## src/rtl/rx_flow_controller_pkg.sv

```systemverilog
// Shared types and constants for the UART receive flow controller.
// Contents: FSM state enum, RX FIFO entry layout ({ferr, perr, data}) helpers.
package rx_flow_controller_pkg;

    typedef enum logic [1:0] {
        ST_IDLE     = 2'd0,
        ST_ACCEPT   = 2'd1,
        ST_THROTTLE = 2'd2,
        ST_FLUSH    = 2'd3
    } rx_flow_state_t;

    // Flag bits stored above the character in each FIFO entry
    localparam int unsigned RX_FLAG_W = 2;
    localparam int unsigned PERR_OFS  = 0;  // offset above DATA_WIDTH
    localparam int unsigned FERR_OFS  = 1;  // offset above DATA_WIDTH

    function automatic int unsigned rx_entry_w(input int unsigned data_w);
        return data_w + RX_FLAG_W;
    endfunction

endpackage

```

## src/rtl/rx_sync_fifo.sv

```systemverilog
// Single-clock FIFO with registered level/empty/full and a flush input.
// Ports: clear_i empties the FIFO (wins over push/pop); push_i/pop_i requests;
//  wdata_i entry in; head_c_o oldest entry (combinational); level_o occupancy;
//  level_nxt_c_o occupancy after this cycle; empty_o/full_o status;
//  pop_ok_c_o pop accepted this cycle.
module rx_sync_fifo #(
    parameter  int unsigned WIDTH = 10,
    parameter  int unsigned DEPTH = 16,
    localparam int unsigned PTR_W = $clog2(DEPTH),
    localparam int unsigned LVL_W = PTR_W + 1
) (
    input  logic             clk,
    input  logic             reset_n,
    input  logic             clear_i,
    input  logic             push_i,
    input  logic             pop_i,
    input  logic [WIDTH-1:0] wdata_i,
    output logic [WIDTH-1:0] head_c_o,
    output logic [LVL_W-1:0] level_o,
    output logic [LVL_W-1:0] level_nxt_c_o,
    output logic             empty_o,
    output logic             full_o,
    output logic             pop_ok_c_o
);

    logic [WIDTH-1:0] mem_q [DEPTH];
    logic [PTR_W-1:0] wr_ptr_q, wr_ptr_d;
    logic [PTR_W-1:0] rd_ptr_q, rd_ptr_d;
    logic [LVL_W-1:0] level_q, level_d;
    logic             empty_q, full_q;
    logic             wr_en, rd_en;

    // A push into a full FIFO only succeeds when a pop frees a slot the same cycle
    assign rd_en = pop_i && !empty_q && !clear_i;
    assign wr_en = push_i && (!full_q || rd_en) && !clear_i;

    // Pointer and level next-state
    always_comb begin
        wr_ptr_d = wr_ptr_q;
        rd_ptr_d = rd_ptr_q;
        level_d  = level_q;
        if (clear_i) begin
            wr_ptr_d = '0;
            rd_ptr_d = '0;
            level_d  = '0;
        end else begin
            if (wr_en) wr_ptr_d = wr_ptr_q + PTR_W'(1);
            if (rd_en) rd_ptr_d = rd_ptr_q + PTR_W'(1);
            if (wr_en && !rd_en) begin
                level_d = level_q + LVL_W'(1);
            end else if (rd_en && !wr_en) begin
                level_d = level_q - LVL_W'(1);
            end
        end
    end

    // Control registers
    always_ff @(posedge clk or negedge reset_n) begin
        if (!reset_n) begin
            wr_ptr_q <= '0;
            rd_ptr_q <= '0;
            level_q  <= '0;
            empty_q  <= 1'b1;
            full_q   <= 1'b0;
        end else begin
            wr_ptr_q <= wr_ptr_d;
            rd_ptr_q <= rd_ptr_d;
            level_q  <= level_d;
            empty_q  <= (level_d == '0);
            full_q   <= (level_d == LVL_W'(DEPTH));
        end
    end

    // Storage array, no reset needed
    always_ff @(posedge clk) begin
        if (wr_en) mem_q[wr_ptr_q] <= wdata_i;
    end

    assign head_c_o      = mem_q[rd_ptr_q];
    assign level_o       = level_q;
    assign level_nxt_c_o = level_d;
    assign empty_o       = empty_q;
    assign full_o        = full_q;
    assign pop_ok_c_o    = rd_en;

endmodule

```

## src/rtl/rx_flow_controller.sv

```systemverilog
// UART receive-path sequencer: receiver enable, RX FIFO with error flags,
// RTS flow control with hi/lo hysteresis, sticky overrun and level interrupt.
// Ports: rx_enable_i/flush_i control; hi/lo/irq_thresh_i thresholds; ovr_clr_i
//  clears overrun; rx_data_i/rx_valid_i/parity_err_i/frame_err_i from receiver;
//  rd_req_i pops; rx_en_o, rts_no (active-low), rd_* popped character, level_o,
//  empty_o/full_o, overrun_o, irq_o. All outputs registered.
module rx_flow_controller
    import rx_flow_controller_pkg::*;
#(
    parameter  int unsigned DATA_WIDTH = 8,
    parameter  int unsigned FIFO_DEPTH = 16,
    localparam int unsigned LVL_W      = $clog2(FIFO_DEPTH) + 1
) (
    input  logic                  clk,
    input  logic                  reset_n,
    input  logic                  rx_enable_i,
    input  logic                  flush_i,
    input  logic [LVL_W-1:0]      hi_thresh_i,
    input  logic [LVL_W-1:0]      lo_thresh_i,
    input  logic [LVL_W-1:0]      irq_thresh_i,
    input  logic                  ovr_clr_i,
    input  logic [DATA_WIDTH-1:0] rx_data_i,
    input  logic                  rx_valid_i,
    input  logic                  parity_err_i,
    input  logic                  frame_err_i,
    input  logic                  rd_req_i,
    output logic                  rx_en_o,
    output logic                  rts_no,
    output logic [DATA_WIDTH-1:0] rd_data_o,
    output logic                  rd_perr_o,
    output logic                  rd_ferr_o,
    output logic                  rd_valid_o,
    output logic [LVL_W-1:0]      level_o,
    output logic                  empty_o,
    output logic                  full_o,
    output logic                  overrun_o,
    output logic                  irq_o
);

    localparam int unsigned RX_ENTRY_W = rx_entry_w(DATA_WIDTH);

    rx_flow_state_t state_q, state_d;

    logic                  rx_en_q, rx_en_d;
    logic                  rts_n_q, rts_n_d;
    logic [DATA_WIDTH-1:0] rd_data_q, rd_data_d;
    logic                  rd_perr_q, rd_perr_d;
    logic                  rd_ferr_q, rd_ferr_d;
    logic                  rd_valid_q, rd_valid_d;
    logic                  overrun_q, overrun_d;
    logic                  irq_q, irq_d;

    logic                  push_req, pop_req, pop_ok, ovr_set;
    logic [RX_ENTRY_W-1:0] wr_entry, head;
    logic [LVL_W-1:0]      level_nxt, hi_eff;
    logic                  fifo_full;

    // Flush discards any coincident push or pop
    assign push_req = rx_valid_i && !flush_i &&
                      ((state_q == ST_ACCEPT) || (state_q == ST_THROTTLE));
    assign pop_req  = rd_req_i && !flush_i && (state_q != ST_FLUSH);
    assign wr_entry = {frame_err_i, parity_err_i, rx_data_i};

    // A full FIFO with a pop in the same cycle still accepts the push
    assign ovr_set  = push_req && fifo_full && !pop_req;

    assign hi_eff   = (hi_thresh_i == '0) ? LVL_W'(FIFO_DEPTH) : hi_thresh_i;

    rx_sync_fifo #(
        .WIDTH (RX_ENTRY_W),
        .DEPTH (FIFO_DEPTH)
    ) u_fifo (
        .clk           (clk),
        .reset_n       (reset_n),
        .clear_i       (flush_i),
        .push_i        (push_req),
        .pop_i         (pop_req),
        .wdata_i       (wr_entry),
        .head_c_o      (head),
        .level_o       (level_o),
        .level_nxt_c_o (level_nxt),
        .empty_o       (empty_o),
        .full_o        (fifo_full),
        .pop_ok_c_o    (pop_ok)
    );

    assign full_o = fifo_full;

    // Next state and registered-output decode; thresholds compare the post-update level
    always_comb begin
        state_d = state_q;
        if (flush_i) begin
            state_d = ST_FLUSH;
        end else if (!rx_enable_i) begin
            state_d = ST_IDLE;
        end else begin
            case (state_q)
                ST_IDLE:     state_d = ST_ACCEPT;
                ST_ACCEPT:   if (level_nxt >= hi_eff)      state_d = ST_THROTTLE;
                ST_THROTTLE: if (level_nxt <= lo_thresh_i) state_d = ST_ACCEPT;
                ST_FLUSH:    state_d = ST_IDLE;
                default:     state_d = ST_IDLE;
            endcase
        end
        rx_en_d = (state_d == ST_ACCEPT) || (state_d == ST_THROTTLE);
        rts_n_d = (state_d != ST_ACCEPT);
    end

    // Read-port, overrun and interrupt next-state
    always_comb begin
        rd_data_d  = rd_data_q;
        rd_perr_d  = rd_perr_q;
        rd_ferr_d  = rd_ferr_q;
        rd_valid_d = pop_ok;
        if (pop_ok) begin
            rd_data_d = head[DATA_WIDTH-1:0];
            rd_perr_d = head[DATA_WIDTH + PERR_OFS];
            rd_ferr_d = head[DATA_WIDTH + FERR_OFS];
        end
        overrun_d = overrun_q;
        if (ovr_set) begin
            overrun_d = 1'b1;
        end else if (ovr_clr_i) begin
            overrun_d = 1'b0;
        end
        irq_d = ((irq_thresh_i != '0) && (level_nxt >= irq_thresh_i)) || overrun_d;
    end

    always_ff @(posedge clk or negedge reset_n) begin
        if (!reset_n) begin
            state_q    <= ST_IDLE;
            rx_en_q    <= 1'b0;
            rts_n_q    <= 1'b1;
            rd_data_q  <= '0;
            rd_perr_q  <= 1'b0;
            rd_ferr_q  <= 1'b0;
            rd_valid_q <= 1'b0;
            overrun_q  <= 1'b0;
            irq_q      <= 1'b0;
        end else begin
            state_q    <= state_d;
            rx_en_q    <= rx_en_d;
            rts_n_q    <= rts_n_d;
            rd_data_q  <= rd_data_d;
            rd_perr_q  <= rd_perr_d;
            rd_ferr_q  <= rd_ferr_d;
            rd_valid_q <= rd_valid_d;
            overrun_q  <= overrun_d;
            irq_q      <= irq_d;
        end
    end

    assign rx_en_o    = rx_en_q;
    assign rts_no     = rts_n_q;
    assign rd_data_o  = rd_data_q;
    assign rd_perr_o  = rd_perr_q;
    assign rd_ferr_o  = rd_ferr_q;
    assign rd_valid_o = rd_valid_q;
    assign overrun_o  = overrun_q;
    assign irq_o      = irq_q;

endmodule
```

## config.mk

```make
export PLATFORM = sky130hd
export DESIGN_NAME = rx_flow_controller
export DESIGN_NICKNAME = d
export VERILOG_FILES = /design/src/rtl/rx_flow_controller_pkg.sv /design/src/rtl/rx_sync_fifo.sv /design/src/rtl/rx_flow_controller.sv
export SDC_FILE = /design/constraint.sdc
export NUM_CORES = 1
export LEC_CHECK = 0
export ABC_AREA = 1
export CORE_MARGIN = 1.5
export CORE_UTILIZATION = 33
export DETAILED_ROUTE_END_ITERATION = 10
export PLACE_DENSITY_LB_ADDON = 0.12
export SYNTH_ARGS = -nofsm -noshare
export SYNTH_HDL_FRONTEND = slang
export SYNTH_SLANG_ARGS = --single-unit
```

## constraint.sdc

```tcl
create_clock -name clk -period 5.5 [get_ports clk]
set_input_delay 0.825 -clock clk [delete_from_list [all_inputs] [get_ports clk]]
set_output_delay 0.825 -clock clk [all_outputs]
set_load 0.02 [all_outputs]
```

==> key figures <==
Run status
  • Outcome: completed

Global route
  • Initial antenna violation count: 0
  • Vias in the first global route: 5,579
  • Largest net degree at the start of global routing: 83
  • Grt ovf: 0
  • Global-route wire length before repair: 32.3 mm
  • Gr usage total: 16.4%

Critical path
  • Critical-path cell list: clkdlybuf4s50_1 > nor2_2 > nand3_4 > clkinv_2 > nand2_1 > nand2_1 > nand3_1 > nand2_1 > inv_1 > ha_1 > nand2_1 > nor2_1 > nand2_1 > nand3_1 > nand3_1 > nand2_1 > nand3b_1 > nand2_1 > nand2_1 > ha_1 > inv_1
  • Setup Crit Path Kind: in2reg
  • CP arrival: 4190 ps
  • CP Launch Type: primary input
  • R2r endpoint: rx_en_o$_DFF_PN0_
  • Worst Path Required: 5820 ps
  • Worst setup EP type: flip-flop
  • Max incr delay on CP: 760 ps
  • Reg2Reg Depth: 21
  • Critical path startpoint: flush_i
  • Worst Setup EP: rx_en_o$_DFF_PN0_
  • Worst R2R Start: state_q[0]$_DFF_PN0_
  • Crit-path slowest cell: clkdlybuf4s50_1
  • Max FO, Critical Path: 19
  • Critical Path Most Common Cell: nand2_1
  • Worst reg2reg setup slack: 2270 ps

Timing
  • Max-slew violations: 0
  • Period Utilization, post-route: 70.2%
  • Setup TNS: 0 ps
  • Clock skew: 14.3 ps
  • Slew Limit Headroom: 17.9%
  • Fin. Hold Viols: 0
  • Min Hold Slack: 471 ps
  • Tmin final: 3860 ps
  • RSZ-0062 raised after global routing: no
  • Final setup viols: 0
  • Slew @ Worst Pin: 1230 ps
  • Max Clk Rate: 0.259 GHz

Synth
  • Largest family of logic cells by synthesized area: simple AND/OR/NAND/NOR gates
  • Count leader, synth: edfxtp_1
  • Prevailing post-synth register cell: edfxtp_1
  • Syn avg cell area: 11.2 um2
  • Post-synthesis xor/xnor area fraction: 0.206%
  • Post-Synth Adder-Cell Area: 3.98%
  • Gate Count Post-Synth: 760
  • Synth top area cells: edfxtp_1, dfrtp_1, nor2_1
  • Yosys warnings: 0
  • FFs w/ async S/R, synth: 16.7%
  • Synth cell types: 40
  • Cell Area, Synth: 8490 um2
  • Syn nets: 819
  • Post-synthesis sequential area ratio: 66.1%
  • Post-synthesis compound-gate area fraction: 10.2%
  • Post-synth EDFFs: 160
  • Synth cell count leaders: edfxtp_1, nor2_1, nand2_1
  • Area share of the largest cell type after synthesis: 56.6%
  • Synth Area in Simple Gates: 15.4%
  • Mux contribution to synthesized area: 0%
  • Synth Register Bits: 192
  • Cell taking the most area after synthesis: edfxtp_1

Layout
  • Post-layout instance area: 9940 um2
  • Final nets: 865
  • Area growth syn-to-layout: 17.1%
  • Layout cell share with drive strength beyond 1: 7.20%
  • Flip-flop and latch area: 5610 um2
  • Area of the multi-input gates: 2520 um2
  • Fill count: 2,400

Flow run
  • Max-cap violations: 0

Floorplanning
  • Starting density of the core: 33.7%
  • Die Height: 163 um
  • I/O Pins: 54
  • Die W: 163 um
  • Die area: 26,700 um2
  • Rows: 58
  • Core box area: 25,200 um2

Clocking
  • H-tree depth: 4
  • TritonCTS Buffers: 17
  • CTS tree: done
  • Clk slew on worst S/H paths: 70 ps
  • Post-CTS setup buffer count: 0
  • Clk buf depth: 2
  • Clock latency on the worst-skew pair: 430 ps
  • CTS sink count: 192
  • Post_cts resized: 0
  • CTS Hold Bufs: 0
  • Root Driver: clkbuf_16

Place
  • RePlAce Congestion: 0.830
  • Port bufs: 53
  • Post-DP HPWL: 13.2 mm
  • Post-DP Area: 9340 um2

Routing
  • Post-route ant nets: 0
  • Drt wl/cell: 18.2 um
  • Vias per cell: 4.92
  • Post-route DRC: 0
  • 1st-iter DRT viols: 500
  • Via count: 5,663
  • Number of iterations in the first detailed-routing pass: 5
  • Routed WL: 21.0 mm

Pwr
  • Worst vdd ir: 0.161 mV
  • Pwr/cell area: 349 nW/um2
  • Total power: 3.47 mW
  • Leakage: 3.72 nW

Worst hold path
  • Worst min path class: in2async
-- flip-flops by register name, summed over array words and instances, names as in the netlist, 2 cells and up --
name and flops:
u_fifo.wr_ptr_q 4, u_fifo.mem_q 160, state_q 2, u_fifo.rd_ptr_q 4, u_fifo.level_o 5, rd_data_o 8
-- critical path, delay by kind of cell --
| kind | cells | cell delay (ps) |
|---|---|---|
| adders and majority gates | 2 | 590 |
| buffers and inverters | 4 | 1170 |
| and+or+nand+nor | 15 | 1580 |
-- cells in the final DEF, fill, tap and decap left out, types with 2 or more instances in the layout --
cell             synthesis  final
edfxtp_1               160    160
nand2_2                  2      2
nor2_1                 153    153
o21ai_0                 82     82
ha_1                    27     27
nand3_4                  2      2
nor3_1                   5      5
o21a_1                   3      3
dfstp_2                  2      2
o211ai_1                40     40
nand3_1                 34     34
buf_4                    0     11
clkinv_8                 0      2
a21oi_1                 11     11
dfrtp_2                  0      2
dfrtp_1                 30     28
nor2_2                   2      2
inv_8                    0      5
clkinv_1                 1      3
clkdlybuf4s50_1          0     52
clkbuf_16                0     17
nand3_2                  2      2
nand4_1                  8      8
nand2_1                 97     97
o21bai_1                 2      2
inv_1                   44     44
inv_6                    0      3
-- cells by family after synthesis --
group | Yosys count
buffers and inverters | 85
AND/OR/NAND/NOR | 309
adder cells (fa/ha/maj) | 27
XOR/XNOR | 2
AO/OA/AOI/OAI | 145
flip-flops | 192
-- per-layer routing --
metal	vias up	part of all wire, %	GRT usage, %
li1	2757	-	-
met1	2767	47	22.3
met2	127	48	26.8
met3	12	3.7	3.25
met4	0	1.2	4.21
met5	-	0	0
-- where the power goes --
group          total (mW)  internal, mW  switching, mW
sequential           1.69          1.64         0.0573
clock                1.23         0.650          0.584
combinational       0.539         0.213          0.326
total                3.47          2.50          0.967
-- cell type report --
type	count	area share (%)
sequential	192	56.5
multi-input combinational	483	25.4
clock inverter	15	1.70
clock buffer	17	4.28
timing repair buffer	64	6.12
antenna	1	0.0252
inverter	48	1.85
tap	330	4.16
-- how the worst min path moves through the flow --
stage,cells after the start,to,slack (ps),startpoint
final,1,rd_data_o[2]$_DFFE_PN0P_,470,reset_n
after global routing,2,rd_data_o[4]$_DFFE_PN0P_,500,rd_data_o[4]$_DFFE_PN0P_
after CTS,1,rd_data_o[1]$_DFFE_PN0P_,470,reset_n
after detailed placement,2,rd_data_o[4]$_DFFE_PN0P_,470,rd_data_o[4]$_DFFE_PN0P_
after global placement,2,rd_data_o[2]$_DFFE_PN0P_,490,rd_data_o[2]$_DFFE_PN0P_
after floorplan,0,irq_o$_DFF_PN0_,530,reset_n
-- stage by stage --
step	cells	util, %	setup WS (ps)
2_1_floorplan	760	-	2620
3_3_place_gp	1117	37.1	1260
3_5_place_dp	1117	37.1	1190
4_1_cts	1149	39.4	1630
5_1_grt	1149	39.4	1190
6_report	1150	39.5	1640
(Power assumes the default switching activity.)
